## config.mk

```make
export PLATFORM = sky130hd
export DESIGN_NAME = inst_encoder
export DESIGN_NICKNAME = d
export VERILOG_FILES = /design/src/rtl/inst_encoder.sv
export SDC_FILE = /design/constraint.sdc
export NUM_CORES = 1
export LEC_CHECK = 0
export CAP_MARGIN = 0
export CELL_PAD_IN_SITES_DETAIL_PLACEMENT = 0
export CELL_PAD_IN_SITES_GLOBAL_PLACEMENT = 1
export CORE_MARGIN = 1
export CORE_UTILIZATION = 25
export CTS_CLUSTER_DIAMETER = 40
export DETAILED_ROUTE_END_ITERATION = 7
export PLACE_DENSITY = 0.69
export SKIP_LAST_GASP = 1
export SYNTH_ARGS = -nofsm -noshare
export SYNTH_HDL_FRONTEND = slang
export SYNTH_SLANG_ARGS = --single-unit
```

## constraint.sdc

```tcl
create_clock -name i_clk -period 2.4 [get_ports i_clk]
set_input_delay 0.48 -clock i_clk [delete_from_list [all_inputs] [get_ports i_clk]]
set_output_delay 0.48 -clock i_clk [all_outputs]
set_load 0.02 [all_outputs]
```

## src/rtl/inst_encoder.sv

```systemverilog
// Encodes RV32I instruction requests into 32-bit words and streams them into an
// instruction memory at consecutive word addresses starting at BASE_ADDR.
module inst_encoder #(
  parameter int unsigned DEPTH     = 512,
  parameter logic [31:0] BASE_ADDR = 32'h0000_0000
) (
  input  logic                     i_clk,
  input  logic                     i_reset,
  input  logic                     i_start,
  input  logic                     i_req_vld,
  output logic                     o_req_rdy,
  input  logic [3:0]               i_class,
  input  logic [2:0]               i_funct3,
  input  logic                     i_alt,
  input  logic [4:0]               i_rd,
  input  logic [4:0]               i_rs1,
  input  logic [4:0]               i_rs2,
  input  logic [31:0]              i_imm,
  output logic                     o_imem_wren,
  output logic [31:0]              o_imem_addr,
  output logic [31:0]              o_imem_wdata,
  output logic [$clog2(DEPTH):0]   o_count,
  output logic                     o_full,
  output logic                     o_err
);

  localparam int unsigned CW = $clog2(DEPTH) + 1;
  localparam logic [CW-1:0] LAST = CW'(DEPTH - 1);

  localparam logic [1:0] S_IDLE = 2'd0;
  localparam logic [1:0] S_RUN  = 2'd1;
  localparam logic [1:0] S_FULL = 2'd2;

  localparam logic [3:0] C_R      = 4'd0;
  localparam logic [3:0] C_IALU   = 4'd1;
  localparam logic [3:0] C_LOAD   = 4'd2;
  localparam logic [3:0] C_STORE  = 4'd3;
  localparam logic [3:0] C_BRANCH = 4'd4;
  localparam logic [3:0] C_JAL    = 4'd5;
  localparam logic [3:0] C_JALR   = 4'd6;
  localparam logic [3:0] C_LUI    = 4'd7;
  localparam logic [3:0] C_AUIPC  = 4'd8;

  localparam logic [6:0] OP_R      = 7'b0110011;
  localparam logic [6:0] OP_IALU   = 7'b0010011;
  localparam logic [6:0] OP_LOAD   = 7'b0000011;
  localparam logic [6:0] OP_STORE  = 7'b0100011;
  localparam logic [6:0] OP_BRANCH = 7'b1100011;
  localparam logic [6:0] OP_JAL    = 7'b1101111;
  localparam logic [6:0] OP_JALR   = 7'b1100111;
  localparam logic [6:0] OP_LUI    = 7'b0110111;
  localparam logic [6:0] OP_AUIPC  = 7'b0010111;

  logic [1:0]    state;
  logic [CW-1:0] count;
  logic          err;
  logic          accept;
  logic          legal;
  logic [31:0]   word;

  logic fits_i, fits_b, fits_j, fits_u, fits_shamt, is_shift;

  // Range checks on the signed immediate: the upper bits must be a pure sign extension.
  assign fits_i     = (&i_imm[31:11]) | ~(|i_imm[31:11]);
  assign fits_b     = ((&i_imm[31:12]) | ~(|i_imm[31:12])) & ~i_imm[0];
  assign fits_j     = ((&i_imm[31:20]) | ~(|i_imm[31:20])) & ~i_imm[0];
  assign fits_u     = ~(|i_imm[11:0]);
  assign fits_shamt = ~(|i_imm[31:5]);
  assign is_shift   = (i_funct3 == 3'b001) || (i_funct3 == 3'b101);

  always_comb begin
    legal = 1'b0;
    word  = '0;
    case (i_class)
      C_R: begin
        legal = 1'b1;
        word  = {(i_alt ? 7'b0100000 : 7'b0000000), i_rs2, i_rs1, i_funct3, i_rd, OP_R};
      end
      C_IALU: begin
        if (is_shift) begin
          legal = fits_shamt;
          word  = {1'b0, i_alt, 5'b00000, i_imm[4:0], i_rs1, i_funct3, i_rd, OP_IALU};
        end else begin
          legal = fits_i;
          word  = {i_imm[11:0], i_rs1, i_funct3, i_rd, OP_IALU};
        end
      end
      C_LOAD: begin
        legal = fits_i && (i_funct3 != 3'b011) && (i_funct3 != 3'b110) && (i_funct3 != 3'b111);
        word  = {i_imm[11:0], i_rs1, i_funct3, i_rd, OP_LOAD};
      end
      C_STORE: begin
        legal = fits_i && (i_funct3 <= 3'b010);
        word  = {i_imm[11:5], i_rs2, i_rs1, i_funct3, i_imm[4:0], OP_STORE};
      end
      C_BRANCH: begin
        legal = fits_b && (i_funct3 != 3'b010) && (i_funct3 != 3'b011);
        word  = {i_imm[12], i_imm[10:5], i_rs2, i_rs1, i_funct3, i_imm[4:1], i_imm[11], OP_BRANCH};
      end
      C_JAL: begin
        legal = fits_j;
        word  = {i_imm[20], i_imm[10:1], i_imm[11], i_imm[19:12], i_rd, OP_JAL};
      end
      C_JALR: begin
        legal = fits_i;
        word  = {i_imm[11:0], i_rs1, 3'b000, i_rd, OP_JALR};
      end
      C_LUI: begin
        legal = fits_u;
        word  = {i_imm[31:12], i_rd, OP_LUI};
      end
      C_AUIPC: begin
        legal = fits_u;
        word  = {i_imm[31:12], i_rd, OP_AUIPC};
      end
      default: begin
        legal = 1'b0;
        word  = '0;
      end
    endcase
  end

  // i_start wins over a simultaneous request, so the handshake is withheld that cycle.
  assign o_req_rdy = (state == S_RUN) && !i_start;
  assign accept    = i_req_vld && o_req_rdy;

  always_ff @(posedge i_clk or posedge i_reset) begin
    if (i_reset) begin
      state        <= S_IDLE;
      count        <= '0;
      err          <= 1'b0;
      o_imem_wren  <= 1'b0;
      o_imem_addr  <= BASE_ADDR;
      o_imem_wdata <= '0;
    end else begin
      o_imem_wren <= 1'b0;
      if (i_start) begin
        state <= S_RUN;
        count <= '0;
        err   <= 1'b0;
      end else if (accept) begin
        if (legal) begin
          o_imem_wren  <= 1'b1;
          o_imem_addr  <= BASE_ADDR + (32'(count) << 2);
          o_imem_wdata <= word;
          count        <= count + 1'b1;
          if (count == LAST) state <= S_FULL;
        end else begin
          err <= 1'b1;
        end
      end
    end
  end

  assign o_count = count;
  assign o_full  = (state == S_FULL);
  assign o_err   = err;

endmodule

```

==> results_tabular.tex <==
\begin{tabular}{lr}
\hline
Metric & Value \\
\hline
\multicolumn{2}{l}{\textbf{Run status}} \\
\quad Run status & finished, final reports clean \\
\multicolumn{2}{l}{\textbf{Floorplanning}} \\
\quad I/O pin total & $\sim$140 \\
\quad Initial Util & 0.259 \\
\quad Std-Cell Core Area & 14100 µm² \\
\quad Standard-cell row count & 43 \\
\quad Die Footprint & 15100 µm² \\
\quad Horizontal extent of the die & around 120 µm \\
\quad Die Height & approximately 120 µm \\
\multicolumn{2}{l}{\textbf{Power and ir drop}} \\
\quad VDD IR-drop max & about 0.25 mV \\
\quad Proportion of power drawn by combinational gates & 0.312 \\
\quad Part of the power in registers & 0.407 \\
\quad Switching power of the nets & between 700 and 800 µW \\
\quad Part of the total power dissipated in the clock network & 0.280 \\
\quad Cell-internal power & about 1.8 mW \\
\quad Switching power share of the total & 0.300 \\
\quad Leakage power summed over all cells & between 2 and 3 nW \\
\quad Pwr/cell area & 450 nW/µm² \\
\multicolumn{2}{l}{\textbf{CTS}} \\
\quad Clock buffer depth & 2 \\
\quad Reg clk slew, reported paths & 0.07 ns \\
\quad Clock tree from TritonCTS & done \\
\quad Count of clock tree sinks & 55 \\
\quad Worst-skew pair later-pin latency & 0.29 ns \\
\quad Cts bufs inserted & 5 \\
\quad Cell at the root of the clock tree & clkbuf\_16 \\
\quad Total number of H-tree levels & 2 \\
\quad Number of buffers inserted by hold repair at cts & 0 \\
\multicolumn{2}{l}{\textbf{Timing}} \\
\quad Final max-slew violation count & 0 \\
\quad RSZ-0062 raised after global routing & false \\
\quad Total of endpoints with negative setup slack in the final report & 0 \\
\quad Number of endpoints with negative hold slack in the final report & 0 \\
\quad Setup Total Neg Slack & 0 ns \\
\quad Fraction of the cycle the final worst path needs & 0.984 \\
\quad Clock Skew & 0.00289 ns \\
\quad Achievable frequency & 0.423 GHz \\
\quad Setup ws final & about 0.038 ns \\
\quad Shortest period the worst path allows & $\sim$2.4 ns \\
\multicolumn{2}{l}{\textbf{Logic synthesis}} \\
\quad Number of synthesized register bits & between 50 and 60 \\
\quad Fraction of the mapped netlist area in simple logic gates & 0.164 \\
\quad Synthesized area per cell & about 10 µm² \\
\quad Post-Synthesis Cell Area & 3650 µm² \\
\quad Library cell occupying the most area in the post-synthesis netlist & dfrtp\_1 \\
\quad Area share of the leading cell type in the synthesized netlist & 0.377 \\
\quad Number of instances in the synthesized netlist & around 350 \\
\quad Register area share after synthesis & 0.377 \\
\quad Count of synthesis-stage warnings from yosys & 0 \\
\quad Share of the synthesized area in compound gates (AO/OA/AOI/OAI) & 0.176 \\
\quad Number of enable flip-flop cells after synthesis & 0 \\
\quad Fraction of registers with async set/reset & 1.00 \\
\quad Most used flip-flop cell after synthesis & dfrtp\_1 \\
\quad Main combinational cell family by area after synthesis & compound AO/OA/AOI/OAI gates \\
\quad Share of cell area taken by muxes after synthesis & 0.170 \\
\quad Adder and majority cell fraction of the synthesized area & 0.00342 \\
\quad Number of library cell types mapped by synthesis & 62 \\
\quad Top cells by area in the synthesized netlist & dfrtp\_1 38\%, mux2\_4 13\%, buf\_4 4.7\% \\
\quad Synthesized-area fraction occupied by xor and xnor cells & 0.00479 \\
\multicolumn{2}{l}{\textbf{GRT}} \\
\quad Initial antenna violation count & 0 \\
\quad Number of global-route vias before repair & $\sim$3500 \\
\quad Overflow left after global routing & 0 \\
\quad Pin count of the biggest net entering global routing & 26 \\
\quad Combined global-route utilization of all metal layers & 0.160 \\
\quad Wire length of the first global-routing pass & roughly 18 mm \\
\multicolumn{2}{l}{\textbf{Route}} \\
\quad DR pass1 iterations & 4 \\
\quad Total vias in the final route & approximately 3400 \\
\quad Overall routed net length & between 10 and 15 mm \\
\quad Initial detailed-routing violation count & between 150 and 200 \\
\quad Detail Route Antenna Nets & 0 \\
\quad Post-route DRC & 0 \\
\quad Detailed-route wire length per cell & roughly 16 µm \\
\quad Post-detailed-route via-to-cell ratio & between 4 and 5 \\
\multicolumn{2}{l}{\textbf{Hold path}} \\
\quad Hold Path Class & flip-flop to flip-flop \\
\multicolumn{2}{l}{\textbf{Setup path}} \\
\quad Critical path required time & about 2.6 ns \\
\quad Max Fanout on Critical Path & 8 \\
\quad Setup CP Type & input port to flip-flop \\
\quad Worst setup EP type & flip-flop \\
\quad Nature of the critical path startpoint & input port \\
\quad Signal arrival time at the worst endpoint & around 2.5 ns \\
\multicolumn{2}{l}{\textbf{Final layout}} \\
\quad Antenna diode count & 0 \\
\quad Post-Layout Cell Count & 723 \\
\quad Post-layout nets & between 600 and 700 \\
\quad Share of final-layout standard cells stronger than drive strength 1 & 0.339 \\
\quad Synth-to-Final Area Change & 57.4\% \\
\quad Final core occ & 0.408 \\
\multicolumn{2}{l}{\textbf{Placement}} \\
\quad Count of input and output buffers & $\sim$110 \\
\quad Detailed placement HPWL & 9.14 mm \\
\quad Cells after DPL & 696 \\
\quad Routability Congestion & $\sim$0.94 \\
\quad Post-Place Worst Slack & -0.613 ns \\
\multicolumn{2}{l}{\textbf{Job}} \\
\quad Number of maximum-capacitance violations & 0 \\
\hline
\end{tabular}
## synth_stat cells, drive strengths merged (2+ instances only)
master  count
a21o        2
a21oi      23
a221o       3
a22o       17
a32oi       2
and3       10
buf        33
clkbuf      6
dfrtp      55
inv        15
mux2       41
mux2i       4
nand2      18
nand2b      7
nand3      10
nand4       7
nor2       22
nor2b      11
nor3       10
nor4        8
o21ai       5
o21bai      2
o221ai      4
o22ai       2
o31ai       8
o32ai       5
xnor2       2
## cells in the final DEF, fill, tap and decap left out, types with 4 or more instances in the layout
master and count:
nand2_1 17, mux2_4 34, a21oi_1 23, dlygate4sd2_1 5, a22o_1 17, mux2i_1 4, nor3_1 7, nor2_1 19
buf_4 74, and3_1 10, mux2_2 7, buf_12 5, nand4_1 7, dlymetal6s2s_1 10, buf_6 8, clkbuf_2 13
nor4_1 5, conb_1 22, clkdlybuf4s50_1 80, dfrtp_1 55, o31ai_2 4, nor2b_1 9, inv_1 13, nand2b_1 5
o221ai_1 4, clkbuf_16 5, nand3_1 10, o32ai_1 5
## layer usage
layer / part of all wire / global-route usage
met3: 0.051 / 0.0254
met2: 0.48 / 0.276
met1: 0.44 / 0.201
met4: 0.026 / 0.0579
met5: 0 / 0
## layout make-up
cell class              instances  area (µm²)
well taps                     180         225
clock inverters                 3        20.0
clock buffers                   5         125
flip-flops and latches         55        1380
repair buffers                202        1880
inverters                      16        65.1
multi-input cells             262        2060
fillers                      1391        8340
## logic make-up after synthesis
kind of cell,count (synthesis)
xor gates and xnor gates,2
DFF,55
and+or+nand+nor,109
buffers and inverters,55
other,1
adders and majority gates,1
AOI/OAI and AO/OA,83
muxes,45
## critical path: stages
cell and delay [ns]:
clkdlybuf4s50_1 0.47, nor4_2 0.42, nand3_1 0.18, a32oi_4 0.23
o31ai_4 0.09, clkinv_4 0.10, buf_6 0.10, buf_12 0.12
mux2_2 0.33
## registers in the layout, summed over array words and instances (netlist names)
register,count
o_imem_addr,10
state,2
o_count,10
o_err,1
o_imem_wren,1
o_imem_wdata,31
## metrics by stage
step | power (mW) | area [µm²] | hold WS, ns
2_1_floorplan | 1.47 | 3730 | 0.489
4_1_cts | 2.62 | 5710 | 0.499
5_1_grt | 2.72 | 5750 | 0.529
3_5_place_dp | 1.87 | 5350 | 0.482
3_3_place_gp | 1.87 | 5350 | 0.472
6_report | 2.59 | 5750 | 0.493
## final timing paths
kind	slack [ns]	depth (start not counted)	endpoint	startpoint
worst max-delay path	0.04	9	o_imem_wdata[16]	i_imm[13]
worst min-delay path	0.49	1	o_imem_wdata[1]	o_imem_wdata[1]
worst max register to register	0.50	5	state[0]	o_count[0]
worst min register to register	0.49	1	o_imem_wdata[1]	o_imem_wdata[1]
max in group asynchronous	1.33	3	o_imem_wdata[27]	i_reset
min in group asynchronous	0.50	2	o_imem_addr[4]	i_reset
## power by group through the flow
stage	Clock (mW)	Sequential, mW	Combinational, mW
after floorplan	0	1.16	0.312
after global placement	0	1.07	0.793
after detailed placement	0	1.07	0.803
after CTS	0.753	1.06	0.812
after global routing	0.794	1.07	0.863
final	0.725	1.05	0.809
## timing repair
action	CTS	global route
gates resized for setup	57	52
buffers inserted	17	2
pin swaps	7	11
cloned	2	0
endpoints found under the setup margin	52	47
Note: power is estimated with default switching activity, not from simulation.
